===== config.mk =====
export PLATFORM = sky130hd
export DESIGN_NAME = actuador_compuertas
export DESIGN_NICKNAME = d
export VERILOG_FILES = /design/src/rtl/actuador_compuertas.sv
export SDC_FILE = /design/constraint.sdc
export NUM_CORES = 1
export LEC_CHECK = 0
export ABC_AREA = 1
export ABC_CLOCK_PERIOD_IN_PS = 3900
export CORE_MARGIN = 5
export CORE_UTILIZATION = 40
export DETAILED_ROUTE_END_ITERATION = 10
export GPL_ROUTABILITY_DRIVEN = 0
export MAX_ROUTING_LAYER = met4
export PLACE_DENSITY_LB_ADDON = 0.25
export SETUP_SLACK_MARGIN = 0.5
export SLEW_MARGIN = 20
export SYNTH_ARGS = -nofsm -noshare
export SYNTH_HDL_FRONTEND = slang
export SYNTH_SLANG_ARGS = --single-unit

===== constraint.sdc =====
create_clock -name clk -period 3.9 [get_ports clk]
set_input_delay 0.78 -clock clk [delete_from_list [all_inputs] [get_ports clk]]
set_output_delay 0.78 -clock clk [all_outputs]
set_load 0.005 [all_outputs]

===== src/rtl/actuador_compuertas.sv =====
// actuador_compuertas: turns the classifier's one-hot grade LEDs into a timed
// diverter-gate pulse. A grade must be seen unchanged for STABLE_CYC samples.
// Each pulse or error is followed by a gate-closed recovery gap. The block also
// keeps saturating per-grade and error tallies, readable through cnt_sel.
//
// There is no valid/ready handshake here. The inputs are free-running levels.
// A new grade is taken only while the FSM is in IDLE or QUALIFY. In OPEN the
// inputs are ignored. In GAP the inputs are only watched for the 0 sample that
// re-arms the block.
module actuador_compuertas #(
    parameter int STABLE_CYC = 4,
    parameter int GATE_CYC   = 16,
    parameter int GAP_CYC    = 8,
    parameter int CNT_W      = 8
) (
    input  logic             clk,
    input  logic             reset,
    input  logic             led_baja,
    input  logic             led_media,
    input  logic             led_alta,
    input  logic             clr_cnt,
    input  logic [1:0]       cnt_sel,
    output logic             gate_baja,
    output logic             gate_media,
    output logic             gate_alta,
    output logic             busy,
    output logic             error,
    output logic [CNT_W-1:0] cnt_out
);

    localparam int SW   = $clog2(STABLE_CYC);
    localparam int TMAX = (GATE_CYC > GAP_CYC) ? GATE_CYC : GAP_CYC;
    localparam int TW   = $clog2(TMAX + 1);

    localparam logic [SW-1:0]    STAB_ONE  = SW'(1);
    localparam logic [SW-1:0]    STAB_LAST = SW'(STABLE_CYC - 1);
    localparam logic [TW-1:0]    TMR_ONE   = TW'(1);
    localparam logic [TW-1:0]    GATE_LOAD = TW'(GATE_CYC - 1);
    localparam logic [TW-1:0]    GAP_LOAD  = TW'(GAP_CYC - 1);
    localparam logic [CNT_W-1:0] CNT_ONE   = CNT_W'(1);

    typedef enum logic [1:0] {
        S_IDLE    = 2'd0,
        S_QUALIFY = 2'd1,
        S_OPEN    = 2'd2,
        S_GAP     = 2'd3
    } state_t;

    // state is left visible by name so that checkers can reach it hierarchically
    state_t           state;
    logic [2:0]       v;
    logic [2:0]       candidate;
    logic [SW-1:0]    stab;
    logic [TW-1:0]    timer;
    logic [2:0]       gates;
    logic [CNT_W-1:0] cnt_baja;
    logic [CNT_W-1:0] cnt_media;
    logic [CNT_W-1:0] cnt_alta;
    logic [CNT_W-1:0] cnt_err;

    assign v          = {led_alta, led_media, led_baja};
    assign gate_baja  = gates[0];
    assign gate_media = gates[1];
    assign gate_alta  = gates[2];

    function automatic logic is_onehot(input logic [2:0] c);
        return (c == 3'b001) || (c == 3'b010) || (c == 3'b100);
    endfunction

    function automatic logic [CNT_W-1:0] sat_inc(input logic [CNT_W-1:0] c);
        return (&c) ? c : c + CNT_ONE;
    endfunction

    // Sequencing, gate drive, tallies. clr_cnt is applied last, so it overrides a same-edge increment
    always_ff @(posedge clk) begin
        if (reset) begin
            state     <= S_IDLE;
            gates     <= 3'b000;
            busy      <= 1'b0;
            error     <= 1'b0;
            candidate <= 3'b000;
            stab      <= '0;
            timer     <= '0;
            cnt_baja  <= '0;
            cnt_media <= '0;
            cnt_alta  <= '0;
            cnt_err   <= '0;
        end else begin
            case (state)
                S_IDLE: begin
                    if (v != 3'b000) begin
                        candidate <= v;
                        stab      <= STAB_ONE;
                        state     <= S_QUALIFY;
                    end
                end
                S_QUALIFY: begin
                    if (v == 3'b000) begin
                        state <= S_IDLE;
                    end else if (v != candidate) begin
                        candidate <= v;
                        stab      <= STAB_ONE;
                    end else if (stab != STAB_LAST) begin
                        stab <= stab + STAB_ONE;
                    end else if (is_onehot(candidate)) begin
                        state <= S_OPEN;
                        gates <= candidate;
                        busy  <= 1'b1;
                        timer <= GATE_LOAD;
                        if (candidate[0])      cnt_baja  <= sat_inc(cnt_baja);
                        else if (candidate[1]) cnt_media <= sat_inc(cnt_media);
                        else                   cnt_alta  <= sat_inc(cnt_alta);
                    end else begin
                        // A stable multi-hot code is a classifier fault, so no gate fires
                        error   <= 1'b1;
                        cnt_err <= sat_inc(cnt_err);
                        state   <= S_GAP;
                        busy    <= 1'b1;
                        timer   <= GAP_LOAD;
                    end
                end
                S_OPEN: begin
                    if (timer == '0) begin
                        gates <= 3'b000;
                        state <= S_GAP;
                        timer <= GAP_LOAD;
                    end else begin
                        timer <= timer - TMR_ONE;
                    end
                end
                S_GAP: begin
                    // Leave only on a 0 sample, so a held grade cannot retrigger
                    if (timer != '0) begin
                        timer <= timer - TMR_ONE;
                    end else if (v == 3'b000) begin
                        state <= S_IDLE;
                        busy  <= 1'b0;
                    end
                end
                default: begin
                    state <= S_IDLE;
                    gates <= 3'b000;
                    busy  <= 1'b0;
                end
            endcase
            if (clr_cnt) begin
                cnt_baja  <= '0;
                cnt_media <= '0;
                cnt_alta  <= '0;
                cnt_err   <= '0;
                error     <= 1'b0;
            end
        end
    end

    // Zero-latency readout of the selected tally
    always_comb begin
        cnt_out = '0;
        case (cnt_sel)
            2'd0:    cnt_out = cnt_baja;
            2'd1:    cnt_out = cnt_media;
            2'd2:    cnt_out = cnt_alta;
            default: cnt_out = cnt_err;
        endcase
    end

endmodule


# After elaboration in Yosys (flattened, before gate mapping)
# Index checks and enable logic that the tools add are counted.
# word_totals
ff_bits,49
inputBits,8
output_inout_bits,13
elab_cells,115
# op_classes
n_addsub,6
n_eq_ne,23
muxes,37
n_bitwise,10
n_reduce_logical,28
# op_table
cell,count
8-bit AND reduction,6
"8-bit by 1-bit adder with 8-bit output, second input constant",4
5-bit two-way mux,5
3-bit two-way mux,8
8-bit one-hot mux with 3 select lines,1
6-bit AND reduction,4
"2-bit inequality test, second input constant",11
2-bit two-way mux,10
5-bit one-hot mux with 3 select lines,1
3-bit one-hot mux with 2 select lines,2
1-bit NOT,10
5-bit AND reduction,2
"3-bit inequality test, second input constant",3
2-bit one-hot mux with 4 select lines,1
4-bit AND reduction,2
7-bit AND reduction,1
"2-bit equality test, second input constant",3
1-bit two-way mux,6
2-bit nonzero test,3
3-bit nonzero test,2
5-bit logical NOT,1
5-bit nonzero test,1
"5-bit by 1-bit subtractor with 5-bit output, second input constant",1
"2-bit by 1-bit equality test with 1-bit output, second input constant",2
other kinds (12),14

# Longest topological paths before layout
# depth
word_depth,8
depth_mapped,11

# Worst setup path after synthesis
# No wires, ideal clock.
# synth_path
path_type,input port to output port
startpoint,input port cnt_sel[1]
endpoint,output port cnt_out[0]
arrival_ps,1379
t_required_ps,3120
path_slack_ps,1741
stages,6
path_buffers,0
cell_sequence,inv_1 -> nor2_1 -> inv_1 -> o22ai_1 -> a21oi_1 -> o21ai_0
# synth_via
elab_chain_cells,2
# synth_rtl
item,line,text
from (decl),22,"input logic [1:0] cnt_sel,"
2-bit equality test (tied with other cells),159,case (cnt_sel)
8-bit one-hot mux with 3 select lines *,159,
to (decl),28,output logic [CNT_W-1:0] cnt_out
# Mark *: on every way between the ends. The rest lies on a longest branch, timed or not.

# Worst setup path after layout
# layout_path
startpoint,input port cnt_sel[1]
endpoint,output port cnt_out[3]
# The elaborated chain is that of the path after synthesis.

==> summary.txt <==
Run status
  – Status: finished clean

Die
  – I/O Pins: 21
  – Core Box Area: 7650 µm²
  – Die Span Y: 98.3 µm
  – Num rows: 32
  – Die Footprint: 9670 µm²
  – Initial Utilization: 0.408
  – Die Wd: 98.3 µm

Finish
  – Final Non-Filler Cells: 599
  – Final #Nets: 511
  – Share of cells above drive strength 1: 0.0664
  – Register Area: 981 µm²
  – P&R area growth vs syn: 12.7%
  – Area occupied by multi-input gates: 1870 µm²
  – Diode count: 0
  – Fill cells: 828

Drt
  – DR WL/cell: 12.7 µm
  – Vias: 3069
  – Post-route DRC: 0
  – Drt total wl: 7610 µm
  – TritonRoute pass-1 iters: 5
  – Post-DRT Antenna Nets: 0
  – DR vias/cell: 5.12
  – Initial detailed-routing violation count: 164

STA
  – Final Max Slew Viols: 0
  – Clk_skew: 0.00695 ns
  – Worst slew pin tran: 0.434 ns
  – Post-layout min period: 3.25 ns
  – Final worst setup slack: 0.655 ns
  – Final setup vio count: 0
  – Rel. slew slack: 0.710
  – RSZ-0062 raised after global routing: false
  – Setup_tns: 0 ns
  – FMAX: 308 MHz
  – Hold Vio Cnt, Final: 0
  – Period utilization: 0.832

CTS
  – Num CTS Buffers: 5
  – Root Driver: clkbuf_8
  – Clock Sinks: 49
  – Worst-path clk slew: 0.09 ns
  – CTS Hold Bufs: 0
  – Post-CTS Setup Repair Bufs: 0
  – Post_cts resized: 1
  – Max H-tree Level: 2
  – Clock buffer depth: 2
  – CTS tree: built
  – Clk_lat worst skew: 0.30 ns

Place
  – Port Buffers: 20
  – Dpl ws: 0.494 ns
  – Number of instances in the placed design: 592
  – HPWL after detailed placement: 5720 µm

Global routing
  – Gr usage total: 0.165
  – Largest net degree at the start of global routing: 32
  – Vias in the first global route: 2849
  – First-pass GRT wire length: 13000 µm
  – Initial antenna violation count: 0
  – GRT Residual Overflow: 0

Worst setup path
  – Critical Path Source Type: primary input
  – Critical path, cell by cell: clkdlybuf4s50_1 -> inv_1 -> nor2_4 -> inv_1 -> o22ai_1 -> a21oi_1 -> o21ai_0 -> clkdlybuf4s50_1
  – Crit Reg-Reg Endpoint: cnt_alta[6]$_SDFFE_PP0P_
  – CP Capture Point: cnt_out[3]
  – Largest fanout on the critical path: 6
  – Delay of the slowest critical-path stage: 0.54 ns
  – CP Data Arrival Time: 2.47 ns
  – Worst Setup Path Type: in2out
  – Crit path launch: cnt_sel[1]
  – Slowest cell on crit path: clkdlybuf4s50_1
  – Reg2Reg Depth: 7
  – R2r setup slk: 1.99 ns
  – Worst r2r src: stab[0]$_SDFFE_PP0P_
  – Crit end category: output port
  – Required time of the critical path: 3.12 ns

Hold path
  – Hold Crit Class: reg2reg

Synth
  – Number of synthesized flops with an enable pin: 0
  – Synth cell types: 33
  – Flip-flop and latch count after synthesis: 49
  – Mapped Area: 3120 µm²
  – Register area share after synthesis: 0.314
  – Top_reg_cell synth: dfxtp_1
  – Syn_nets: 491
  – Async SR Flop Fraction: 0
  – Synthesized area per cell: 6.54 µm²
  – Synthesized instance count: 477
  – Synth warnings: 0

Power
  – Pleak: 1.45 nW
  – Pwr Total: 1.02 mW
  – Power per cell area: 290 nW/µm²
  – Worst IR drop on VDD: 0.000167 V

Flow run
  – Maxcap violations: 0
[report_power, final]
group | switching [mW] | internal [mW] | leakage, nW
clock | 0.170 | 0.141 | 0.0433
combinational | 0.114 | 0.0629 | 1.01
sequential | 0.0156 | 0.515 | 0.397
[through the flow]
step / hold slack, ns / util / area [µm²]
floorplan: 0.428 / - / 3120
global placement: 0.447 / 0.447 / 3420
detailed placement: 0.461 / 0.447 / 3420
CTS: 0.479 / 0.459 / 3510
global route: 0.512 / 0.460 / 3520
finish: 0.474 / 0.460 / 3520
[layer usage]
metal	vias up	wire, µm	GRT usage
met5	-	0	-
met4	0	183	0.0473
met3	16	281	0.0264
met2	74	3610	0.275
met1	1391	3530	0.207
li1	1588	-	-
[logic make-up (layout without fill, tap and decap cells)]
family          after synthesis  in the layout  share of synthesized area
simple gates                261            261                      0.391
buf+inv                      71             91                     0.0898
compound gates               70             70                      0.122
flops                        49             49                      0.314
xor+xnor                     20             20                     0.0585
fa+ha+maj                     6              6                     0.0241
[registers in the layout, indices dropped and copies added (netlist names), named ones only]
| name | flops |
|---|---|
| timer | 5 |
| cnt_baja | 8 |
| busy | 1 |
| state | 1 |
| cnt_err | 8 |
| gates | 3 |
| cnt_alta | 8 |
| stab | 2 |
| error | 1 |
| candidate | 3 |
| cnt_media | 8 |
[cell usage after synthesis, types with 4 or more instances]
library cell,count,share of area
nor2_4,4,0.014
o2111ai_1,4,0.011
nand2_1,136,0.16
inv_1,57,0.069
o21ai_0,14,0.022
buf_2,4,0.0064
nand3_1,44,0.071
xor2_1,17,0.048
clkbuf_1,4,0.0048
ha_1,6,0.024
a21oi_1,45,0.072
dfxtp_1,49,0.31
nor2_1,45,0.054
nand4_1,16,0.032
[placed cells by master (no fill, tap or decap), types with 14 or more instances in the layout]
master and instances:
nor2_1 43, xor2_1 17, nand4_1 16, inv_1 57, nand2_1 136, clkdlybuf4s50_1 20
a21oi_1 45, nand3_1 44, o21ai_0 14, dfxtp_1 49
[cell type report]
cell class                 instances  area share
multi-input combinational        357       0.531
sequential                        49       0.279
inverter                          62      0.0665
timing repair buffer              22      0.0612
tap                              102      0.0363
clock buffer                       6      0.0235
clock inverter                     1     0.00213
[critical path: cells and delay by family]
kind	cells	cell delay, ns
buffers and inverters	4	1.24
AO/OA/AOI/OAI	3	0.31
AND/OR/NAND/NOR	1	0.14
[worst min-delay path by stage]
stage | start | to | slack [ns] | depth (start not counted)
floorplan | timer[4]$_SDFFE_PP0P_ | timer[4]$_SDFFE_PP0P_ | 0.43 | 2
global placement | timer[4]$_SDFFE_PP0P_ | timer[4]$_SDFFE_PP0P_ | 0.45 | 2
detailed placement | timer[4]$_SDFFE_PP0P_ | timer[4]$_SDFFE_PP0P_ | 0.46 | 2
CTS | timer[4]$_SDFFE_PP0P_ | timer[4]$_SDFFE_PP0P_ | 0.48 | 2
global route | timer[4]$_SDFFE_PP0P_ | timer[4]$_SDFFE_PP0P_ | 0.51 | 2
finish | timer[4]$_SDFFE_PP0P_ | timer[4]$_SDFFE_PP0P_ | 0.47 | 2
No activity file was read; power rests on OpenSTA's default activity.
==> variant, RTL diff (same flow settings) <==
`CNT_W`: 8 -> 6.
--- a/src/rtl/actuador_compuertas.sv
+++ b/src/rtl/actuador_compuertas.sv
@@ -13,3 +13,3 @@
     parameter int GAP_CYC    = 8,
-    parameter int CNT_W      = 8
+    parameter int CNT_W      = 6
 ) (
Interface: changed (resized cnt_out); port bits go from 21 to 19. The function was not compared with the original's and may differ.
==> variant against the unedited design <==
Setup slack gained 16 ps. Via count decreased by 19%. Sequential cell count down 8. Clock skew up 4.6 ps. Routed wire length decreased by 21%. Fmax up 0.50%. Synthesized cell count decreased by 18%. Final area is 16% lower. Area after synthesis fell by 16%. Critical path depth fell by 3. Non-clock buffer count decreased by 4. Critical path type unchanged.
Power is not compared: it rests on default switching activity, and its combinational part moved more than twofold at a synthesized area within 25%.
==> variant: results (changes against the unedited design) <==
* Status: complete, no violations (unchanged)
* Setup Skew at 11.53 ps (was 6.945 ps)
* Area contributors post-synth: dfxtp_1 (31%), nand2_1 (16%), a21oi_1 (7.5%) (was dfxtp_1 (31%), nand2_1 (16%), a21oi_1 (7.2%))
* Syn Nets at 406 (was 491)
* First-pass GRT wire length at 10270 um (was 13030 um)
* YS warnings at 0 (unchanged)
* Predominant post-synthesis flop cell: dfxtp_1 (unchanged)
* Nets at 425 (was 511)
* Post-CTS Setup Bufs at 0 (unchanged)
* Hold Crit Class: reg -> reg (unchanged)
* Largest net degree at the start of global routing at 25 (was 32)
* Wire per inst at 12.38 um (was 12.70 um)
* Layout cell share with drive strength beyond 1 at 7.056% (was 6.640%)
* Total track usage at 15.38% (was 16.55%)
* Clk root buf: clkbuf_8 (unchanged)
* Skew-Pair Late Insertion Delay at 300 ps (about the same)
* Post-synthesis sequential area ratio at 31.42% (was 31.44%)
* Worst EP arrival at 2450 ps (was 2470 ps)
* Vias in the first global route at 2232 (was 2849)
* Synth unique cells at 29 (was 33)
* N_diodes at 0 (unchanged)
* Setup_tns at 0 ps (unchanged)
* Ys async rst share at 0% (unchanged)
* Placed instance area at 0.002851 sq mm (was 0.003417 sq mm)
* H-tree levels at 2 (unchanged)
* Initial antenna violation count at 0 (unchanged)
* Routed vias/inst at 5.109 (was 5.124)
* Pre-antenna DRT Iters at 4 (was 5)
* Top cells by count, synth: nand2_1 (113), inv_1 (43), dfxtp_1 (41) (was nand2_1 (136), inv_1 (57), dfxtp_1 (49))
* Initial DRC count at 198 (was 164)
* IO Port Bufs at 18 (was 20)
* Num CTS Buffers at 5 (unchanged)
* Slew of the pin with the lowest slew margin at 783.6 ps (was 434.0 ps)
* Clock Tree Buf Depth at 2 (unchanged)
* FILL cells at 649 (was 828)
* Crit Path Max Fanout at 7 (was 6)
* CTS clock-pin slew for the worst setup and hold paths at 80 ps
* Hpwl dp at 4468 um (was 5717 um)
* Leak at 0.001229 uW
* Peak supply drop at 0.0003735 V
[variant: critical path, stage by stage]
cell and delay (ps):
clkdlybuf4s50_1 530, nor2_1 340, nand2_1 100, a21oi_1 180, clkdlybuf4s50_1 520
[variant: final cells by class]
type / count / area (sq um) / share of cell area [%]
clock buffer: 6 / 82.58 / 2.805
tap: 77 / 96.34 / 3.272
sequential: 41 / 820.8 / 27.88
clock inverter: 1 / 7.507 / 0.2550
timing repair buffer: 18 / 180.2 / 6.120
inverter: 48 / 182.7 / 6.205
multi-input combinational: 297 / 1574 / 53.46
[variant: final timing paths]
kind | depth (start not counted) | endpoint | slack, ps | startpoint
hold reg to reg | 2 | timer[4] | 460 | timer[4]
setup reg to reg | 6 | cnt_alta[5] | 2010 | candidate[1]
hold / removal | 2 | timer[4] | 460 | timer[4]
setup / recovery | 5 | cnt_out[3] | 670 | cnt_sel[0]
[variant: metal layers]
metal	global-route usage [%]	part of all wire, %
met4	5.501	1.5
met2	23.06	45
met5	-	0
met3	2.833	4.5
met1	20.70	49
[variant: metrics by stage]
| step | hold slack [ps] | setup WS, ps | instances |
|---|---|---|---|
| after CTS | 468.1 | 604.1 | 488 |
| after global routing | 487.5 | 545.4 | 488 |
| after floorplan | 428.3 | 1781 | 392 |
| after detailed placement | 455.5 | 622.9 | 481 |
| final | 463.3 | 670.9 | 488 |
| after global placement | 440.1 | 654.9 | 481 |
[variant: logic make-up (layout without fill, tap and decap cells)]
kind of cell | after synthesis | count (layout) | share of synthesized area (%)
fa+ha+maj | 6 | 6 | 2.873
simple gates | 223 | 223 | 40.76
flops | 41 | 41 | 31.42
buf+inv | 54 | 73 | 8.429
compound gates | 52 | 52 | 10.44
xor+xnor | 16 | 16 | 6.083
[variant: where the power goes]
| group | internal (uW) | leakage, uW | switching (uW) |
|---|---|---|---|
| clock network | 140 | 0.0000433 | 155 |
| logic | 219 | 0.000852 | 385 |
| registers | 476 | 0.000333 | 63.3 |
[variant: what timing repair did]
action,in CTS,in global routing
resized for setup,0,1
endpoints found under the hold margin,0,0
setup endpoints to repair,0,2
